### config.mk
export PLATFORM = sky130hd
export DESIGN_NAME = entity_slot_scheduler
export DESIGN_NICKNAME = d
export VERILOG_FILES = /design/src/rtl/entity_slot_scheduler.sv
export SDC_FILE = /design/constraint.sdc
export NUM_CORES = 1
export LEC_CHECK = 0
export CAP_MARGIN = 20
export CORE_ASPECT_RATIO = 1.25
export CORE_MARGIN = 2
export CORE_UTILIZATION = 56
export DETAILED_ROUTE_END_ITERATION = 10
export PLACE_DENSITY = 0.8
export SYNTH_ARGS = -nofsm -noshare
export SYNTH_HDL_FRONTEND = slang
export SYNTH_SLANG_ARGS = --single-unit
### constraint.sdc
create_clock -name clk -period 5.8 [get_ports clk]
set_clock_uncertainty 0.1 [all_clocks]
set_input_delay 1.16 -clock clk [delete_from_list [all_inputs] [get_ports clk]]
set_output_delay 1.16 -clock clk [all_outputs]
set_load 0.01 [all_outputs]
### src/rtl/entity_slot_scheduler.sv
// entity_slot_scheduler: frame-synchronous loader for the DCU's nine entity slots
//
// Game logic writes entity words into a shadow bank through a two-requester
// round-robin arbiter. At the commit point the shadow bank is copied into the
// active registers one slot per cycle, so the DCU never sees a half-updated frame.
//
// Ports:
//   clk                      pixel clock
//   reset                    synchronous, active-high
//   counter_V, counter_H     VGA sync counters (commit trigger)
//   req_{a,b}_valid          write request
//   req_{a,b}_slot           target slot, 1..9 are real slots
//   req_{a,b}_entity         entity word {ID[13:10], orientation[9:8], tile[7:0]}
//   req_{a,b}_ready          write accepted when high together with valid
//   entity_1 .. entity_7     active non-flipped slots
//   entity_8_Flip/9_Flip     active flipped slots (copied as-is, DCU flips)
//   frame_commit             one-cycle pulse after the last slot is copied
//   bad_slot                 sticky: out-of-range slot handshake since last commit
//
// Build option: define SLOT_AUTOCLEAR_EN to empty each shadow slot as it is
// committed, so entities not rewritten during a frame vanish at the next commit.
module entity_slot_scheduler #(
   parameter logic [9:0]  COMMIT_LINE  = 10'd480,
   parameter logic [9:0]  COMMIT_PIXEL = 10'd0,
   parameter logic [13:0] UNUSED_WORD  = 14'h3C00
) (
   input  logic        clk,
   input  logic        reset,
   input  logic [9:0]  counter_V,
   input  logic [9:0]  counter_H,
   input  logic        req_a_valid,
   input  logic [3:0]  req_a_slot,
   input  logic [13:0] req_a_entity,
   output logic        req_a_ready,
   input  logic        req_b_valid,
   input  logic [3:0]  req_b_slot,
   input  logic [13:0] req_b_entity,
   output logic        req_b_ready,
   output logic [13:0] entity_1,
   output logic [13:0] entity_2,
   output logic [13:0] entity_3,
   output logic [13:0] entity_4,
   output logic [13:0] entity_5,
   output logic [13:0] entity_6,
   output logic [13:0] entity_7,
   output logic [13:0] entity_8_Flip,
   output logic [13:0] entity_9_Flip,
   output logic        frame_commit,
   output logic        bad_slot
);
   typedef enum logic {ACCEPT, COMMIT} state_t;
   state_t      state, state_next;
   logic [3:0]  ci, ci_next;
   logic        prefer_a;
   logic [13:0] shadow [1:9];
   logic [13:0] active [1:9];
   logic        grant_a, grant_b, hs, hs_ok, last_copy;
   logic [3:0]  hs_slot;
   logic [13:0] hs_entity;

   // Readies are held low during reset so no write can slip in on the reset edge.
   always_comb begin
      state_next  = state;
      ci_next     = ci;
      grant_a     = 1'b0;
      grant_b     = 1'b0;
      req_a_ready = 1'b0;
      req_b_ready = 1'b0;
      last_copy   = 1'b0;
      if (!reset) begin
         if (state == ACCEPT) begin
            grant_a     = req_a_valid && (!req_b_valid || prefer_a);
            grant_b     = req_b_valid && (!req_a_valid || !prefer_a);
            req_a_ready = grant_a || !(req_a_valid || req_b_valid);
            req_b_ready = grant_b || !(req_a_valid || req_b_valid);
            if (counter_V == COMMIT_LINE && counter_H == COMMIT_PIXEL) begin
               state_next = COMMIT;
               ci_next    = 4'd1;
            end
         end else begin
            last_copy  = (ci == 4'd9);
            state_next = last_copy ? ACCEPT : COMMIT;
            ci_next    = last_copy ? 4'd1 : ci + 4'd1;
         end
      end
   end

   assign hs        = grant_a || grant_b;
   assign hs_slot   = grant_b ? req_b_slot : req_a_slot;
   assign hs_entity = grant_b ? req_b_entity : req_a_entity;
   assign hs_ok     = (hs_slot >= 4'd1) && (hs_slot <= 4'd9);

   always_ff @(posedge clk) begin
      if (reset) begin
         state        <= ACCEPT;
         ci           <= 4'd1;
         prefer_a     <= 1'b1;
         bad_slot     <= 1'b0;
         frame_commit <= 1'b0;
         for (int k = 1; k <= 9; k++) begin
            shadow[k] <= UNUSED_WORD;
            active[k] <= UNUSED_WORD;
         end
      end else begin
         state        <= state_next;
         ci           <= ci_next;
         frame_commit <= last_copy;
         // Whoever was just served yields to the other on the next contention.
         if (hs)
            prefer_a <= grant_b;
         if (hs && hs_ok)
            shadow[hs_slot] <= hs_entity;
         if (state == COMMIT) begin
            active[ci] <= shadow[ci];
`ifdef SLOT_AUTOCLEAR_EN
            shadow[ci] <= UNUSED_WORD;
`endif
         end
         // The end-of-commit clear takes priority over a new error.
         bad_slot <= last_copy ? 1'b0 : (bad_slot || (hs && !hs_ok));
      end
   end

   assign entity_1      = active[1];
   assign entity_2      = active[2];
   assign entity_3      = active[3];
   assign entity_4      = active[4];
   assign entity_5      = active[5];
   assign entity_6      = active[6];
   assign entity_7      = active[7];
   assign entity_8_Flip = active[8];
   assign entity_9_Flip = active[9];
endmodule

==> flow_metrics.env, run 1 <==
export IMPL_post_synth_main_area_contributors="sky130_fd_sc_hd__edfxtp_1 65%, sky130_fd_sc_hd__mux4_2 5.5%, sky130_fd_sc_hd__a221o_1 5.0%"
export IMPL_yosysSeqAreaShare_pct=66.0
export IMPL_clock_insertion_delay_worst_skew_ns=0.51
export IMPL_power_switching_w=0.00129
export IMPL_cpMostUsedCell="sky130_fd_sc_hd__clkdlybuf4s50_1"
export IMPL_cp_num_buf_inv=2
export IMPL_syn_to_final_growth_pct=22.5
export IMPL_first_pass_grt_wire_length_um=63100
export IMPL_power_share_combinational_pct=7.4
export IMPL_violations="DRC"
export IMPL_synth_top_cells_by_count="350 x sky130_fd_sc_hd__edfxtp_1, 201 x sky130_fd_sc_hd__nor2_1, 81 x sky130_fd_sc_hd__a221o_1, 57 x sky130_fd_sc_hd__nand2_1, 40 x sky130_fd_sc_hd__mux4_2"
export IMPL_synthArstFlopShare_pct=0
export IMPL_postCtsHoldBufs=0
export IMPL_relSlewSlack_pct=16.8
export IMPL_timing_critical_path_arrival_ns=3.01
export IMPL_crit_family="buffers and inverters"
export IMPL_ys_seq_elements=362
export IMPL_class_of_the_most_critical_hold_timing_path="register to register"
export IMPL_period_share_pct=73.6
export IMPL_fin_nets=1409
export IMPL_initial_core_util_pct=57.0
export IMPL_yosys_warnings=0
export IMPL_grt_usage_pct=27.4
export IMPL_critical_path_cell_count=4
export IMPL_r2r_end="shadow[6][0]"
export IMPL_synth_top_cell_by_area="sky130_fd_sc_hd__edfxtp_1"
export IMPL_fillers=1884
export IMPL_route_detailed_vias_per_inst=6.23
export IMPL_share_of_post_route_cells_with_drive_strength_above_1_pct=12.2
export IMPL_drt_pass1_iterations=11
export IMPL_grt_ovfl_total=0
export IMPL_core_rowCount=69
export IMPL_cts_setup_buffers=0
export IMPL_synthMostInstantiatedCell="sky130_fd_sc_hd__edfxtp_1"
export IMPL_grt_start_max_net_pins=47
export IMPL_synth_top_cell_area_share_pct=64.5
export IMPL_cp_required_ns=4.54
export IMPL_worst_setup_path_startpoint="reset"
export IMPL_launch_instance_of_the_worst_register_to_register_path="state"
export IMPL_synth_cell_types=64
export IMPL_average_size_of_a_mapped_cell_sq_um=15.2
export IMPL_endpoint_kind="output port"
export IMPL_routed_wirelength_um=40900
export IMPL_cts_root_buffer="sky130_fd_sc_hd__clkbuf_16"
export IMPL_end_point_of_the_critical_path="req_b_ready"
export IMPL_core_area_sq_um=28600
export IMPL_chipWidth_um=157
export IMPL_proportion_of_total_power_due_to_net_switching_pct=22.4
export IMPL_yosys_most_used_dff="sky130_fd_sc_hd__edfxtp_1"
export IMPL_clock_sinks=362
export IMPL_worstRegToRegCells=4
export IMPL_power_density_nw_per_um2=290
export IMPL_wl_per_cell_um=23.2
export IMPL_maximum_fanout_along_the_worst_path=12
export IMPL_p_seq_share_pct=53.2
export IMPL_drt_drc_violations_left=5
export IMPL_worstMarginPinSlew_ns=1.24
export IMPL_synth_cell_area_sq_um=16300
export IMPL_p_int_w=0.00448
export IMPL_leakage_nw=6.88
export IMPL_place_port_buffers=189
export IMPL_grt_antenna_before_repair=0
export IMPL_critical_path_max_stage_delay_ns=0.64
export IMPL_tritoncts="built"
export IMPL_clock_transition_at_the_registers_of_the_reported_paths_ns=0.07
export IMPL_numCtsBuffers=34
export IMPL_htree_num_levels=2
export IMPL_design_portCount=190
export IMPL_holdWs_ns=0.389
export IMPL_first_global_vias=10900
export IMPL_detailedRoute_firstIterationViolations=1408
export IMPL_gp_congestion=0.915
export IMPL_dpl_hpwl_um=28100
export IMPL_timing_max_cap_violations=0
export IMPL_synth_edf_count=350
export IMPL_rsz_0062_raised_after_global_routing="no"
export IMPL_finalHoldViolCount=0
export IMPL_antenna_cells_inserted=0
export IMPL_area_of_the_die_sq_um=30500
export IMPL_setup_ws_ns=1.53
export IMPL_cpMaxStageDelayCell="sky130_fd_sc_hd__clkdlybuf4s50_1"
export IMPL_clock_path_buffers=3
export IMPL_route_antenna_remaining_nets=0
export IMPL_reg2reg_slack_ns=2.54
export IMPL_irDropWorstVdd_v=0.000201
export IMPL_timing_setup_critical_path_class="input port to output port"
export IMPL_clock_power_share_pct=39.3
export IMPL_finalSetupViolCount=0
export IMPL_syn_inst=1072
export IMPL_timing_critical_path_cells="clkdlybuf4s50_1 -> or2_1 -> a21oi_1 -> clkdlybuf4s50_1"
export IMPL_timing_final_max_slew_violations=0
export IMPL_outcome="complete, but fails checks"
export IMPL_timing_setup_tns_ns=0
export IMPL_preCtsSetupSlack_ns=1.29
export IMPL_fmax_mhz=234
export IMPL_fp_dieH_um=195
export IMPL_cts_repair_resized=0
export IMPL_layout_min_cycle_time_ns=4.27
export IMPL_startpoint_type="input port"
export IMPL_route_vias_total=11000
[power groups by stage]
stage          combinational [W]  sequential (W)  clock [W]
4_1_cts                 0.000421         0.00308    0.00229
2_1_floorplan           0.000206         0.00312          0
3_5_place_dp            0.000419         0.00313          0
6_report                0.000430         0.00308    0.00227
3_3_place_gp            0.000409         0.00312          0
5_1_grt                 0.000455         0.00309    0.00239
[area by class of cell]
class	count	area, sq um	share of cell area, %
clock buffer	35	876	4.39
clock inverter	26	259	1.30
inverter	20	75.1	0.376
multi-input combinational	723	5460	27.3
sequential	362	10800	53.9
tap	390	488	2.44
timing repair buffer	208	2050	10.2
[metal layers]
metal / routed length [um] / GRT usage, %
met4: 1760 / 12.7
met1: 14500 / 35.6
met2: 20200 / 45.6
met5: 0 / 0
met3: 4420 / 4.28
[metrics by stage]
stage / instance area, sq um / power [W] / util (%) / cells
after detailed placement: 18800 / 0.00355 / 65.7 / 1697
after CTS: 19900 / 0.00579 / 69.6 / 1758
final: 20000 / 0.00578 / 69.8 / 1764
after floorplan: 16700 / 0.00333 / - / 1169
after global placement: 18800 / 0.00353 / 65.7 / 1697
after global routing: 20000 / 0.00594 / 69.8 / 1764
[registers in the layout, indices dropped and copies added, names as in the netlist, named ones only]
signal and count:
prefer_a 1, ci 4, shadow 224, bad_slot 1, state 1, active 126
frame_commit 1
[kinds of logic (layout without fill, tap and decap cells)]
group,Yosys count,in the layout,share of synthesized area (%)
muxes,98,98,11.5
buffers and inverters,84,289,2.76
AOI/OAI and AO/OA,187,187,10.1
other,1,98,0.0230
DFF,362,362,66.0
and+or+nand+nor,340,340,9.66
[worst min path at each step]
stage,from,endpoint,slack (ns),cells past startpoint
after floorplan,ci[3],register,0.41,2
after global placement,bad_slot,bad_slot,0.38,1
after detailed placement,bad_slot,bad_slot,0.36,1
after CTS,bad_slot,bad_slot,0.39,1
after global routing,bad_slot,bad_slot,0.41,1
final,bad_slot,bad_slot,0.39,1
[cell usage in the layout, fill, tap and decap left out, drive strengths merged, types with 2 or more instances in the layout]
cell,synthesis,final
a2111oi,4,4
a211oi,3,3
a21o,2,2
a21oi,6,6
a221o,81,81
a221oi,10,10
a222oi,26,26
a22oi,11,11
and2,6,6
and3,3,3
and4,5,5
buf,48,19
bufinv,0,4
clkbuf,16,35
clkdlybuf4s50,0,189
clkinv,0,12
clkinvlp,0,8
conb,1,98
dfxtp,12,12
edfxtp,350,350
inv,20,22
mux2,8,8
mux2i,42,42
mux4,48,48
nand2,58,58
nand2b,23,23
nand3,2,2
nand3b,9,9
nand4,4,4
nor2,203,203
nor2b,8,8
nor3b,4,4
nor4,4,4
nor4b,3,3
o2111ai,2,2
o21a,8,8
o21ai,27,27
or2,2,2
No activity file was read; power rests on OpenSTA's default activity.
==> inputs of run 2 (changes only) <==
==> constraint.sdc (replaced) <==
create_clock -name clk -period 4.1 [get_ports clk]
set_clock_uncertainty 0.1 [all_clocks]
set_input_delay 0.82 -clock clk [delete_from_list [all_inputs] [get_ports clk]]
set_output_delay 0.82 -clock clk [all_outputs]
set_load 0.01 [all_outputs]
==> run 2 against run 1 <==
Against the previous run:
- final area up 1.3%
- clock-buffer cell count up 3
- core utilization up 0.89 points
- worst setup slack worse by 1.0 ns
- highest routed layer unchanged
- the flow now finishes without violations
- sequential share of layout area down 0.69 points
- largest power group unchanged
- hold slack better by 0.0028 ns
- first-iteration DRC count down 7.6%
- final cell count up 1.4%
- sequential power up 41%
- sequential cell count unchanged
- largest cell class unchanged
==> flow_metrics.env, run 2 (synthesis gave the netlist of run 1 again) <==
export IMPL_cp_required_ns=3.18
export IMPL_grt_ovfl_total=0
export IMPL_wl_per_cell_um=23.2
export IMPL_timing_max_cap_violations=0
export IMPL_power_density_nw_per_um2=415
export IMPL_detailedRoute_firstIterationViolations=1301
export IMPL_finalSetupViolCount=0
export IMPL_core_area_sq_um=28600
export IMPL_reg2reg_slack_ns=1.11
export IMPL_fin_nets=1433
export IMPL_class_of_the_most_critical_hold_timing_path="register to register"
export IMPL_leakage_nw=7.05
export IMPL_share_of_post_route_cells_with_drive_strength_above_1_pct=13.4
export IMPL_rsz_0062_raised_after_global_routing="no"
export IMPL_endpoint_kind="output port"
export IMPL_p_int_w=0.00660
export IMPL_largest_register_ff_count=224
export IMPL_numCtsBuffers=34
export IMPL_cts_root_buffer="sky130_fd_sc_hd__clkbuf_16"
export IMPL_routed_wirelength_um=41400
export IMPL_timing_setup_critical_path_class="input port to output port"
export IMPL_timing_critical_path_cells="clkdlybuf4s50_1 -> buf_4 -> or2_1 -> nor2_1 -> clkdlybuf4s50_1"
export IMPL_cp_num_buf_inv=3
export IMPL_drt_drc_violations_left=0
export IMPL_area_of_the_die_sq_um=30500
export IMPL_clock_power_share_pct=40.8
export IMPL_irDropWorstVdd_v=0.000246
export IMPL_timing_final_max_slew_violations=0
export IMPL_route_detailed_vias_per_inst=6.20
export IMPL_startpoint_type="input port"
export IMPL_gp_congestion=0.902
export IMPL_relSlewSlack_pct=22.6
export IMPL_chipWidth_um=157
export IMPL_first_global_vias=11100
export IMPL_setup_ws_ns=0.513
export IMPL_critical_path_cell_count=5
export IMPL_first_pass_grt_wire_length_um=62500
export IMPL_most_common_layout_cells="350 x sky130_fd_sc_hd__edfxtp_1, 201 x sky130_fd_sc_hd__nor2_1, 189 x sky130_fd_sc_hd__clkdlybuf4s50_1"
export IMPL_finalHoldViolCount=0
export IMPL_cts_setup_buffers=0
export IMPL_layout_min_cycle_time_ns=3.59
export IMPL_min_delay_path_depth=1
export IMPL_largest_register_by_flop_count="shadow"
export IMPL_crit_family="buffers and inverters"
export IMPL_cpMostUsedCell="sky130_fd_sc_hd__clkdlybuf4s50_1"
export IMPL_grt_usage_pct=27.2
export IMPL_power_switching_w=0.00180
export IMPL_antenna_cells_inserted=0
export IMPL_clock_transition_at_the_registers_of_the_reported_paths_ns=0.06
export IMPL_initial_core_util_pct=57.0
export IMPL_core_rowCount=69
export IMPL_preCtsSetupSlack_ns=0.430
export IMPL_worstMarginPinSlew_ns=1.13
export IMPL_critical_path_max_stage_delay_ns=0.51
export IMPL_place_port_buffers=189
export IMPL_proportion_of_total_power_due_to_net_switching_pct=21.5
export IMPL_most_common_library_cell_in_the_layout_ignoring_fill_and_taps="sky130_fd_sc_hd__edfxtp_1"
export IMPL_design_portCount=190
export IMPL_syn_to_final_growth_pct=24.1
export IMPL_cts_repair_resized=0
export IMPL_final_util_pct=70.7
export IMPL_grt_antenna_before_repair=0
export IMPL_route_antenna_remaining_nets=0
export IMPL_drt_pass1_iterations=11
export IMPL_biggestRegsByFlops="shadow: 224 flops, active: 126 flops, ci: 4 flops"
export IMPL_timing_critical_path_arrival_ns=2.67
export IMPL_dpl_hpwl_um=29300
export IMPL_clock_insertion_delay_worst_skew_ns=0.51
export IMPL_p_seq_share_pct=51.8
export IMPL_grt_start_max_net_pins=30
export IMPL_fp_dieH_um=195
export IMPL_maximum_fanout_along_the_worst_path=26
export IMPL_tritoncts="built"
export IMPL_clock_path_buffers=3
export IMPL_timing_setup_tns_ns=0
export IMPL_worstRegToRegCells=3
export IMPL_htree_num_levels=2
export IMPL_fmax_mhz=279
export IMPL_power_share_combinational_pct=7.4
export IMPL_outcome="completed"
export IMPL_clock_sinks=362
export IMPL_route_vias_total=11100
export IMPL_period_share_pct=87.5
export IMPL_postCtsHoldBufs=0
export IMPL_cpMaxStageDelayCell="sky130_fd_sc_hd__clkdlybuf4s50_1"
==> run 2: changes by cell type in the layout (fill, tap and decap cells not counted), moves of 2 or more <==
cell	before	now
sky130_fd_sc_hd__buf_4	16	42
sky130_fd_sc_hd__bufinv_16	4	8
sky130_fd_sc_hd__clkinvlp_4	8	4
sky130_fd_sc_hd__buf_6	3	0
sky130_fd_sc_hd__clkbuf_1	0	3
sky130_fd_sc_hd__clkinv_4	2	0
==> run 2: worst paths after layout <==
path                   endpoint      from
hold reg to reg        bad_slot  bad_slot
setup / recovery    req_a_ready     reset
hold / removal         bad_slot  bad_slot
setup reg to reg  active[2][11]  register
==> run 2: final cells by class <==
cell class / count / area, sq um
Sequential cell: 362 / 10800
Clock inverter: 23 / 323
Fill cell: 1847 / 8360
Tap cell: 390 / 488
Timing Repair Buffer: 232 / 2230
Inverter: 20 / 75.1
Clock buffer: 38 / 887
Multi-Input combinational cell: 723 / 5460
==> run 2: power groups by stage <==
stage / Combinational [W] / Sequential, W / Clock (W)
3_5_place_dp: 0.000605 / 0.00443 / 0
6_report: 0.000621 / 0.00435 / 0.00343
2_1_floorplan: 0.000291 / 0.00442 / 0
5_1_grt: 0.000654 / 0.00437 / 0.00358
3_3_place_gp: 0.000588 / 0.00442 / 0
4_1_cts: 0.000609 / 0.00435 / 0.00343
==> run 2: through the flow <==
| stage | hold WS [ns] | instances | total power (W) | area [sq um] |
|---|---|---|---|---|
| 2_1_floorplan | 0.409 | 1169 | 0.00471 | 16700 |
| 4_1_cts | 0.390 | 1788 | 0.00840 | 20200 |
| 3_3_place_gp | 0.385 | 1727 | 0.00500 | 19000 |
| 5_1_grt | 0.419 | 1788 | 0.00860 | 20200 |
| 6_report | 0.392 | 1788 | 0.00840 | 20200 |
| 3_5_place_dp | 0.370 | 1727 | 0.00503 | 19000 |
==> run 2: layer usage <==
layer  wire, um  up-vias  part of all wire, %  GRT usage [%]
met5          0        -                    0              0
met4       1950        0                  4.7           12.6
met3       4220      152                   10           4.91
met2      20700      828                   50           46.8
met1      14500     5319                   35           33.3
li1           -     4778                    -              -
==> inputs of run 3 (changes only) <==
--- a/config.mk
+++ b/config.mk
@@ -11,6 +11,7 @@
 export CORE_UTILIZATION = 56
 export DETAILED_ROUTE_END_ITERATION = 10
 export PLACE_DENSITY = 0.8
+export SKIP_LAST_GASP = 1
 export SYNTH_ARGS = -nofsm -noshare
 export SYNTH_HDL_FRONTEND = slang
 export SYNTH_SLANG_ARGS = --single-unit
==> results of run 3 <==
No change in the layout: final DEF, timing and power equal those of run 2.
